==> src/rtl/divisor_frecuencia_if.sv <==
// Output bundle of the clock divider: the three derived square waves.
interface divisor_frecuencia_if;
  logic clockseg;
  logic clockmin;
  logic clockhor;

  modport master (output clockseg, output clockmin, output clockhor);
  modport slave  (input  clockseg, input  clockmin, input  clockhor);
endinterface

==> src/rtl/divisor_frecuencia.sv <==
// Clock divider: derives 50%-duty second/minute/hour square waves from the
// system clock. Every output is a flop; minute and hour edges are aligned to
// the falling edge of the next-faster output.
module divisor_frecuencia #(
  parameter int SEG_DIV      = 100_000_000,
  parameter int SEC_PER_MIN  = 60,
  parameter int MIN_PER_HOUR = 60
) (
  input  logic                   clock,
  input  logic                   reset,
  divisor_frecuencia_if.master   out_if
);

  localparam int HALF  = SEG_DIV / 2;
  // A modulus of 1 would give a zero-width counter; keep at least one bit.
  localparam int HC_W  = (HALF > 1) ? $clog2(HALF) : 1;
  localparam int SEC_W = $clog2(SEC_PER_MIN);
  localparam int MIN_W = $clog2(MIN_PER_HOUR);

  localparam logic [HC_W-1:0]  HC_LAST  = HC_W'(HALF - 1);
  localparam logic [SEC_W-1:0] SEC_MID  = SEC_W'(SEC_PER_MIN / 2 - 1);
  localparam logic [SEC_W-1:0] SEC_LAST = SEC_W'(SEC_PER_MIN - 1);
  localparam logic [MIN_W-1:0] MIN_MID  = MIN_W'(MIN_PER_HOUR / 2 - 1);
  localparam logic [MIN_W-1:0] MIN_LAST = MIN_W'(MIN_PER_HOUR - 1);

  logic [HC_W-1:0]  hc_q,  hc_d;
  logic [SEC_W-1:0] sec_q, sec_d;
  logic [MIN_W-1:0] min_q, min_d;
  logic             seg_q, seg_d;
  logic             mnt_q, mnt_d;
  logic             hor_q, hor_d;
  logic             hc_wrap;
  logic             tick_s;
  logic             tick_m;

  // Next-state: prescaler toggles clockseg; clockseg falls mark seconds,
  // clockmin falls mark minutes.
  always_comb begin
    hc_wrap = (hc_q == HC_LAST);
    tick_s  = hc_wrap && seg_q;
    tick_m  = tick_s && (sec_q == SEC_LAST);

    hc_d  = hc_wrap ? '0 : hc_q + HC_W'(1);
    seg_d = hc_wrap ? ~seg_q : seg_q;

    sec_d = sec_q;
    mnt_d = mnt_q;
    if (tick_s) begin
      sec_d = (sec_q == SEC_LAST) ? '0 : sec_q + SEC_W'(1);
      if (sec_q == SEC_MID || sec_q == SEC_LAST) mnt_d = ~mnt_q;
    end

    min_d = min_q;
    hor_d = hor_q;
    if (tick_m) begin
      min_d = (min_q == MIN_LAST) ? '0 : min_q + MIN_W'(1);
      if (min_q == MIN_MID || min_q == MIN_LAST) hor_d = ~hor_q;
    end
  end

  // State and output registers; reset returns everything to the zero state.
  always_ff @(posedge clock or posedge reset) begin
    if (reset) begin
      hc_q  <= '0;
      sec_q <= '0;
      min_q <= '0;
      seg_q <= 1'b0;
      mnt_q <= 1'b0;
      hor_q <= 1'b0;
    end else begin
      hc_q  <= hc_d;
      sec_q <= sec_d;
      min_q <= min_d;
      seg_q <= seg_d;
      mnt_q <= mnt_d;
      hor_q <= hor_d;
    end
  end

  assign out_if.clockseg = seg_q;
  assign out_if.clockmin = mnt_q;
  assign out_if.clockhor = hor_q;

endmodule

==> src/flat_wrapper.sv <==
// flat-port wrapper written by rule: the top's interface ports become plain ports
module divisor_frecuencia_flat 
#(
  parameter int SEG_DIV      = 100_000_000,
  parameter int SEC_PER_MIN  = 60,
  parameter int MIN_PER_HOUR = 60
)
  (clock, reset, out_if_clockseg, out_if_clockmin, out_if_clockhor);
  divisor_frecuencia_if out_if_i ();
  input  logic clock;
  input  logic reset;
  output wire logic [$bits(out_if_i.clockseg)-1:0] out_if_clockseg;
  output wire logic [$bits(out_if_i.clockmin)-1:0] out_if_clockmin;
  output wire logic [$bits(out_if_i.clockhor)-1:0] out_if_clockhor;
  assign out_if_clockseg = out_if_i.clockseg;
  assign out_if_clockmin = out_if_i.clockmin;
  assign out_if_clockhor = out_if_i.clockhor;
  divisor_frecuencia #(.SEG_DIV(SEG_DIV), .SEC_PER_MIN(SEC_PER_MIN), .MIN_PER_HOUR(MIN_PER_HOUR)) u_core (.clock(clock), .reset(reset), .out_if(out_if_i));
endmodule
==> config.mk <==
export PLATFORM = sky130hd
export DESIGN_NAME = divisor_frecuencia_flat
export DESIGN_NICKNAME = d
export VERILOG_FILES = /design/src/rtl/divisor_frecuencia_if.sv /design/src/rtl/divisor_frecuencia.sv /design/src/flat_wrapper.sv
export SDC_FILE = /design/constraint.sdc
export NUM_CORES = 1
export LEC_CHECK = 0
export BUFFER_PORTS_ARGS = -buffer_cell sky130_fd_sc_hd__buf_2
export CELL_PAD_IN_SITES_DETAIL_PLACEMENT = 1
export CELL_PAD_IN_SITES_GLOBAL_PLACEMENT = 2
export CORE_ASPECT_RATIO = 0.9
export CORE_MARGIN = 2
export CORE_UTILIZATION = 41
export CTS_CLUSTER_SIZE = 12
export DETAILED_ROUTE_END_ITERATION = 10
export GPL_TIMING_DRIVEN = 0
export HOLD_SLACK_MARGIN = 0.12
export PLACE_DENSITY = 0.85
export SYNTH_ARGS = -nofsm -noshare
export SYNTH_HDL_FRONTEND = slang
export SYNTH_SLANG_ARGS = --single-unit
==> constraint.sdc <==
create_clock -name clock -period 2.4 [get_ports clock]
set_input_delay 0.48 -clock clock [delete_from_list [all_inputs] [get_ports clock]]
set_output_delay 0.48 -clock clock [all_outputs]
set_load 0.01 [all_outputs]
==> reports/results.md, run 1 <==
| Item | This run |
|---|---|
| GR Util All Layers | 19.57% |
| Via count normalized by instance count | 5.648 |
| Most common cell after layout, fill and taps aside | dfrtp_1 |
| Count of vias placed by the detailed router | 1717 |
| Clock slew at reported path FFs | 0.09 ns |
| Worst setup path class | reg2reg |
| Dominant synthesized flop cell | dfrtp_1 |
| Leakage power | 1.044 nW |
| Transition time of the tightest slew-check pin | 0.4733 ns |
| Sequential fraction of the synthesis area | 46.20% |
| WP data arrival | 2.44 ns |
| Fraction of registers with async set or reset after synthesis | 100.0% |
| Netlist area before placement | 2221 um2 |
| Number of standard-cell rows in the floorplan | 25 |
| FF+latch area | 1026 um2 |
| Cts bufs inserted | 5 |
| Hold-fix buffers at CTS | 0 |
| Setup repair after global routing missed its margin | false |
| Final period util | 94.13% |
| Crit path max fanout | 10 |
| Layout overhead on the synthesized area | 13.58% |
| Number of detailed-route iterations in the first pass | 4 |
| Post-Place Cell Area | 2345 um2 |
| Most frequent cells in the layout | 41 x dfrtp_1, 14 x a21oi_1, 13 x xnor2_1, 13 x nor2_1, 12 x o31ai_1 |
| Power per cell area | 547.8 nW/um2 |
| Ranking of synthesized cells by area | dfrtp_1 46%, xnor2_1 5.1%, o31ai_1 4.1% |
| Relative max-transition margin | 68.45% |
| Run status | complete, no violations |
| Top-level I/O count | 5 |
| Crit path required time | 2.58 ns |
| DIE AREA | 6022 um2 |
| MaxCap Viol Count | 0 |
| IR drop worst, VDD | 0.2909 mV |
| Number of buffers on the longest clock path | 2 |
| Number of levels the H-tree was split into | 2 |
| Post-synth top area share | 46.20% |
| Core footprint | 5255 um2 |
| Start point of the critical path | u_core.hc_q[0] |
| Share of final-layout standard cells stronger than drive strength 1 | 13.92% |
| Startpoint type of the worst setup path | flip-flop |
| Maximum clock frequency | 442.7 MHz |
| Layout net count | 243 |
| Largest net degree at the start of global routing | 30 |
| Nature of the critical path endpoint | flip-flop |
| Antenna Violating Nets Remaining | 0 |
| Class of the most critical hold timing path | in2async |
| Yosys Warn Count | 0 |
| DRC errors left | 0 |
| Distinct cell type count of the synthesized netlist | 38 |
| Worst flop-to-flop path startpoint | u_core.hc_q[0] |
| Effective utilization at floorplan | 42.26% |
| Sum of routed wire length over all layers | 5067 um |
| Vias in the first global route | 1783 |
| Final setup violation count | 0 |
| Clock Root Buffer | clkbuf_8 |
| Remaining global-route overflow | 0 |
| Die span in y | 73.82 um |
| Post-Route Utilization | 48.00% |
| Max Clock Skew | 0.009253 ns |
| Final Max Slew Viols | 0 |
| Time the final worst path needs with I/O delays and setup | 2.259 ns |
| Hold Violations, Final | 0 |
| Mean instance size in the synthesized netlist | 10.05 um2 |
| Number of DRC markers after the initial detailed-route iteration | 107 |
| Post-DP HPWL | 3657 um |
| Per-cell routed wire length | 16.67 um |
| Antenna cells | 0 |
| Count of cells along the worst register-to-register path | 6 |
| Final-layout fill cell count | 601 |
| Number of antenna violations at the first check in global routing | 0 |
| EDFF count, synth | 0 |
| RD Place Congestion | 0.7342 |
| Latest clock arrival within the worst-skew pair | 0.30 ns |
| Final standard cell area without fillers | 2522 um2 |
| Synthesized net count | 228 |
| Most area-hungry cell type in the Yosys netlist | dfrtp_1 |
| Num Clock Sinks | 41 |
| IO buf count | 4 |
| Multi-input combinational cell area | 1152 um2 |
| First-pass GRT wire length | 8976 um |
| Clock tree from TritonCTS | built |
| Number of synthesized register bits | 41 |
| Width of the chip | 81.58 um |
| Cell count after synthesis | 221 |
## kinds of logic after synthesis
family	share of synthesized area [%]
multiplexers	2.986
AO/OA/AOI/OAI	10.65
AND/OR/NAND/NOR	26.99
XOR/XNOR	7.493
flip-flops	46.20
adder cells (fa/ha/maj)	2.817
buffers and inverters	2.873
## stage by stage
stage | worst slack, ns | instances | setup TNS (ns) | power (W) | hold WS (ns)
floorplan | 0.3130 | 221 | 0 | 0.0007141 | 0.4440
global placement | -0.2336 | 292 | -2.279 | 0.0007196 | 0.4495
detailed placement | -0.1936 | 293 | -1.815 | 0.0007242 | 0.4514
CTS | 0.01267 | 301 | 0 | 0.001398 | 0.1286
global route | 0.02971 | 304 | 0 | 0.001440 | 0.1372
finish | 0.1409 | 304 | 0 | 0.001382 | 0.1259
## sequential cells by signal (all words and copies together), names as in the netlist
register / cells
u_core.hc_q: 26
u_core.sec_q: 6
u_core.out_if.clockseg: 1
u_core.out_if.clockhor: 1
u_core.min_q: 6
u_core.out_if.clockmin: 1
## routing by layer
layer | vias up | part of all wire, % | track usage, %
met2 | 17 | 44 | 29.60
li1 | 846 | - | -
met5 | - | 0 | 0
met4 | 0 | 0.41 | 4.444
met1 | 852 | 53 | 28.85
met3 | 2 | 2.2 | 4.054
## repair_timing
| action | in CTS | in global routing |
|---|---|---|
| buffers inserted | 0 | 3 |
| endpoints found under the setup margin | 11 | 15 |
| gates resized for setup | 2 | 2 |
| pin swaps | 0 | 1 |
## synth_stat cells, types with 2 or more instances
cell / number
dfrtp_1: 41
a21oi_1: 14
nor2_1: 13
xnor2_1: 13
o31ai_1: 12
nand2_1: 11
nand3_1: 11
nand4_1: 8
inv_1: 7
nor3_1: 7
or4_1: 7
clkbuf_1: 6
o21ai_0: 6
xor2_1: 6
ha_1: 5
mux2_2: 5
nor4b_1: 5
or3_1: 5
and3_1: 4
and3b_1: 4
and4_1: 3
buf_2: 3
nor4_1: 3
a21boi_0: 2
a21o_1: 2
and2_1: 2
nand3b_1: 2
nor2b_1: 2
nor4_2: 2
nor4bb_1: 2
## power by group
group	switching (W)	internal (W)
Sequential	0	0.000690
Combinational	0.0000152	0.00000404
Clock	0.000259	0.000414
## worst paths after layout
path                                                to  slack, ns
worst max-delay path                   u_core.min_q[2]       0.14
worst min-delay path                   u_core.sec_q[4]       0.13
worst max register to register         u_core.min_q[2]       0.14
worst min register to register  u_core.out_if.clockmin       0.46
max in group asynchronous              u_core.hc_q[19]       1.81
min in group clock              u_core.out_if.clockmin       0.46
## layout make-up
type	count	area share [%]
buffer	9	1.488
clock buffer	5	2.728
clock inverter	3	2.579
inverter	7	1.042
multi-input combinational	164	45.68
sequential	41	40.67
tap	67	3.323
timing repair buffer	8	2.480
## worst max-delay path: stages, from the launching register on
cell	delay [ns]
dfrtp_1	0.41
ha_2	0.26
nand4_4	0.15
or4_4	0.55
buf_2	0.22
nor3_2	0.19
mux2_2	0.35
(Power assumes the default switching activity.)
==> run 2, diff against run 1 <==
Settings changed: CORE_UTILIZATION 41 to 44, PLACE_DENSITY 0.85 to 0.9.
Clock period 2.4 ns to 2.9 ns, I/O delays scaled along.
==> reports/results.md, run 2 (synthesis results as in run 1) <==
| Item | This run | Change |
|---|---|---|
| WP data arrival | 2.65 ns | +0.21 ns |
| Top-level I/O count | 5 | unchanged |
| Remaining global-route overflow | 0 | unchanged |
| Number of standard-cell rows in the floorplan | 24 | -4.0% |
| Sum of routed wire length over all layers | 5136 um | +1.4% |
| Time the final worst path needs with I/O delays and setup | 2.482 ns | +0.2233 ns |
| Setup repair after global routing missed its margin | false |  |
| IO buf count | 4 | unchanged |
| Slack of the worst reg-to-reg path | 0.42 ns | +0.28 ns |
| Num Clock Sinks | 41 | unchanged |
| Number of placed instances, taps included | 290 | -1.0% |
| Switch share | 21.19% | +1.3 points |
| Layout overhead on the synthesized area | 9.127% |  |
| Reg2reg end | u_core.hc_q[22] |  |
| Worst hold path depth | 1 |  |
| Final period util | 85.60% | -8.5 points |
| Die span in y | 71.40 um | -3.3% |
| Comb power frac | 1.2% | -0.2 points |
| Cts repair resizes | 0 | -2 |
| Antenna cells | 0 | unchanged |
| Clock share of power | 41.6% | -7.1 points |
| Width of the chip | 78.89 um | -3.3% |
| Number of buffers on the longest clock path | 2 | unchanged |
| Largest net degree at the start of global routing | 42 | +40% |
| Class of the most critical hold timing path | reg2reg |  |
| Final-layout fill cell count | 574 | -4.5% |
| Transition time of the tightest slew-check pin | 0.9008 ns | +0.4276 ns |
| End of the worst hold path | u_core.out_if.clockhor |  |
| Power per cell area | 412.0 nW/um2 | -25% |
| Vias in the first global route | 1785 | +0.11% |
| Clock tree from TritonCTS | built |  |
| Via count normalized by instance count | 5.795 | +2.6% |
| Share of final-layout standard cells stronger than drive strength 1 | 11.16% | -2.8 points |
| GR Util All Layers | 20.44% | +0.87 points |
| Run status | complete, no violations |  |
| Start point of the critical path | u_core.hc_q[9] |  |
| Sequential cell fraction of total power | 57.2% | +7.3 points |
| Hold-fix buffers at CTS | 0 | unchanged |
| Maximum clock frequency | 402.8 MHz | -9.0% |
| Per-cell routed wire length | 17.23 um | +3.4% |
| Post-Place Cell Area | 2322 um2 | -0.96% |
| Final setup violation count | 0 | unchanged |
| Number of DRC markers after the initial detailed-route iteration | 95 | -11% |
| Relative max-transition margin | 39.44% | -29 points |
| Total negative setup slack | 0 ns | unchanged |
| Count of vias placed by the detailed router | 1727 | +0.58% |
| Internal power summed over all cells | 0.0007870 W | -29% |
| Total Power Consumption | 0.0009986 W | -28% |
| Most frequent cells in the layout | 41 x dfrtp_1, 14 x a21oi_1, 13 x xnor2_1, 13 x nor2_1, 12 x o31ai_1 |  |
| Number of buffers added for setup after CTS | 0 | unchanged |
| Number of detailed-route iterations in the first pass | 4 | unchanged |
| Latest clock arrival within the worst-skew pair | 0.29 ns | about the same |
| MaxCap Viol Count | 0 | unchanged |
| Worst flop-to-flop path startpoint | u_core.hc_q[9] |  |
| Count of cells along the worst register-to-register path | 6 | unchanged |
| Core footprint | 4865 um2 | -7.4% |
| Effective utilization at floorplan | 45.65% | +3.4 points |
| Clock slew at reported path FFs | 0.08 ns | about the same |
| Worst hold margin | 0.4642 ns | +0.3384 ns |
| Top Registers | u_core.hc_q (26), u_core.min_q (6), u_core.sec_q (6) |  |
| Largest register by flop count | u_core.hc_q |  |
| Most common cell after layout, fill and taps aside | dfrtp_1 |  |
| Cts bufs inserted | 5 | unchanged |
| Final cell count without fillers | 298 | -2.0% |
| Antenna Violating Nets Remaining | 0 | unchanged |
| Total net switching power | 0.0002116 W | -23% |
| Startpoint of the lowest-slack hold path | u_core.out_if.clockhor |  |
| DIE AREA | 5633 um2 | -6.5% |
| DRC errors left | 0 | unchanged |
| Number of antenna violations at the first check in global routing | 0 | unchanged |
| Crit path required time | 3.07 ns | +0.49 ns |
| Worst setup path class | reg2reg |  |
| Max Clock Skew | 0.006356 ns | -0.002897 ns |
| Startpoint type of the worst setup path | flip-flop |  |
| Nature of the critical path endpoint | flip-flop |  |
| Number of flip-flops under the largest register name | 26 | unchanged |
| RD Place Congestion | 0.7443 | +1.4% |
| Crit path max fanout | 10 | unchanged |
| Leakage power | 0.9887 nW | -5.3% |
| Post-DP HPWL | 3520 um | -3.7% |
| Layout net count | 239 | -1.6% |
| Final standard cell area without fillers | 2424 um2 | -3.9% |
| Number of levels the H-tree was split into | 2 | unchanged |
| IR drop worst, VDD | 0.2597 mV | -11% |
| Clock Root Buffer | clkbuf_8 |  |
| Hold Violations, Final | 0 | unchanged |
| First-pass GRT wire length | 8894 um | -0.91% |
| Final Max Slew Viols | 0 | unchanged |
==> run 2: worst max-delay path, cell delays in order, from the launching register on <==
cell and delay, ns:
dfrtp_1 0.37, clkbuf_1 0.19, nor4b_1 0.31, nand4_1 0.29, nor4_2 0.75, buf_2 0.38
a21oi_1 0.07
==> run 2: final cells by class <==
class	count	area [um2]	area share [%]
multi-input combinational	164	1131	46.67
sequential	41	1026	42.33
clock buffer	7	96.34	3.975
tap	65	81.33	3.356
buffer	9	37.54	1.549
inverter	7	26.28	1.084
timing repair buffer	4	20.02	0.8260
clock inverter	1	5.005	0.2065
==> run 2: worst max-delay path by stage <==
stage / to / slack [ns] / cells past startpoint
4_1_cts: u_core.hc_q[22] / 0.32 / 6
3_3_place_gp: u_core.hc_q[3] / 0.40 / 6
2_1_floorplan: u_core.min_q[2] / 0.81 / 6
6_report: u_core.hc_q[22] / 0.42 / 6
5_1_grt: u_core.hc_q[13] / 0.08 / 6
3_5_place_dp: u_core.hc_q[22] / 0.33 / 6
==> run 2: power by group through the flow <==
| stage | Sequential, W | Combinational (W) | Clock (W) |
|---|---|---|---|
| 6_report | 0.000571 | 0.0000120 | 0.000416 |
| 5_1_grt | 0.000571 | 0.0000142 | 0.000446 |
| 4_1_cts | 0.000571 | 0.0000131 | 0.000433 |
| 3_5_place_dp | 0.000583 | 0.0000129 | 0 |
| 3_3_place_gp | 0.000583 | 0.0000127 | 0 |
| 2_1_floorplan | 0.000583 | 0.00000840 | 0 |
==> run 2: per-layer routing <==
metal | wire, um | GRT usage (%)
met5 | 0 | 0
met4 | 52 | 7.471
met3 | 118 | 4.282
met2 | 2465 | 32.00
met1 | 2500 | 28.38
==> run 2: through the flow <==
stage               worst slack, ns  util (%)
finish                       0.4176     49.82
global route                0.07763     49.82
CTS                          0.3168     49.82
detailed placement           0.3312     47.74
global placement             0.3963     47.74
floorplan                    0.8130         -
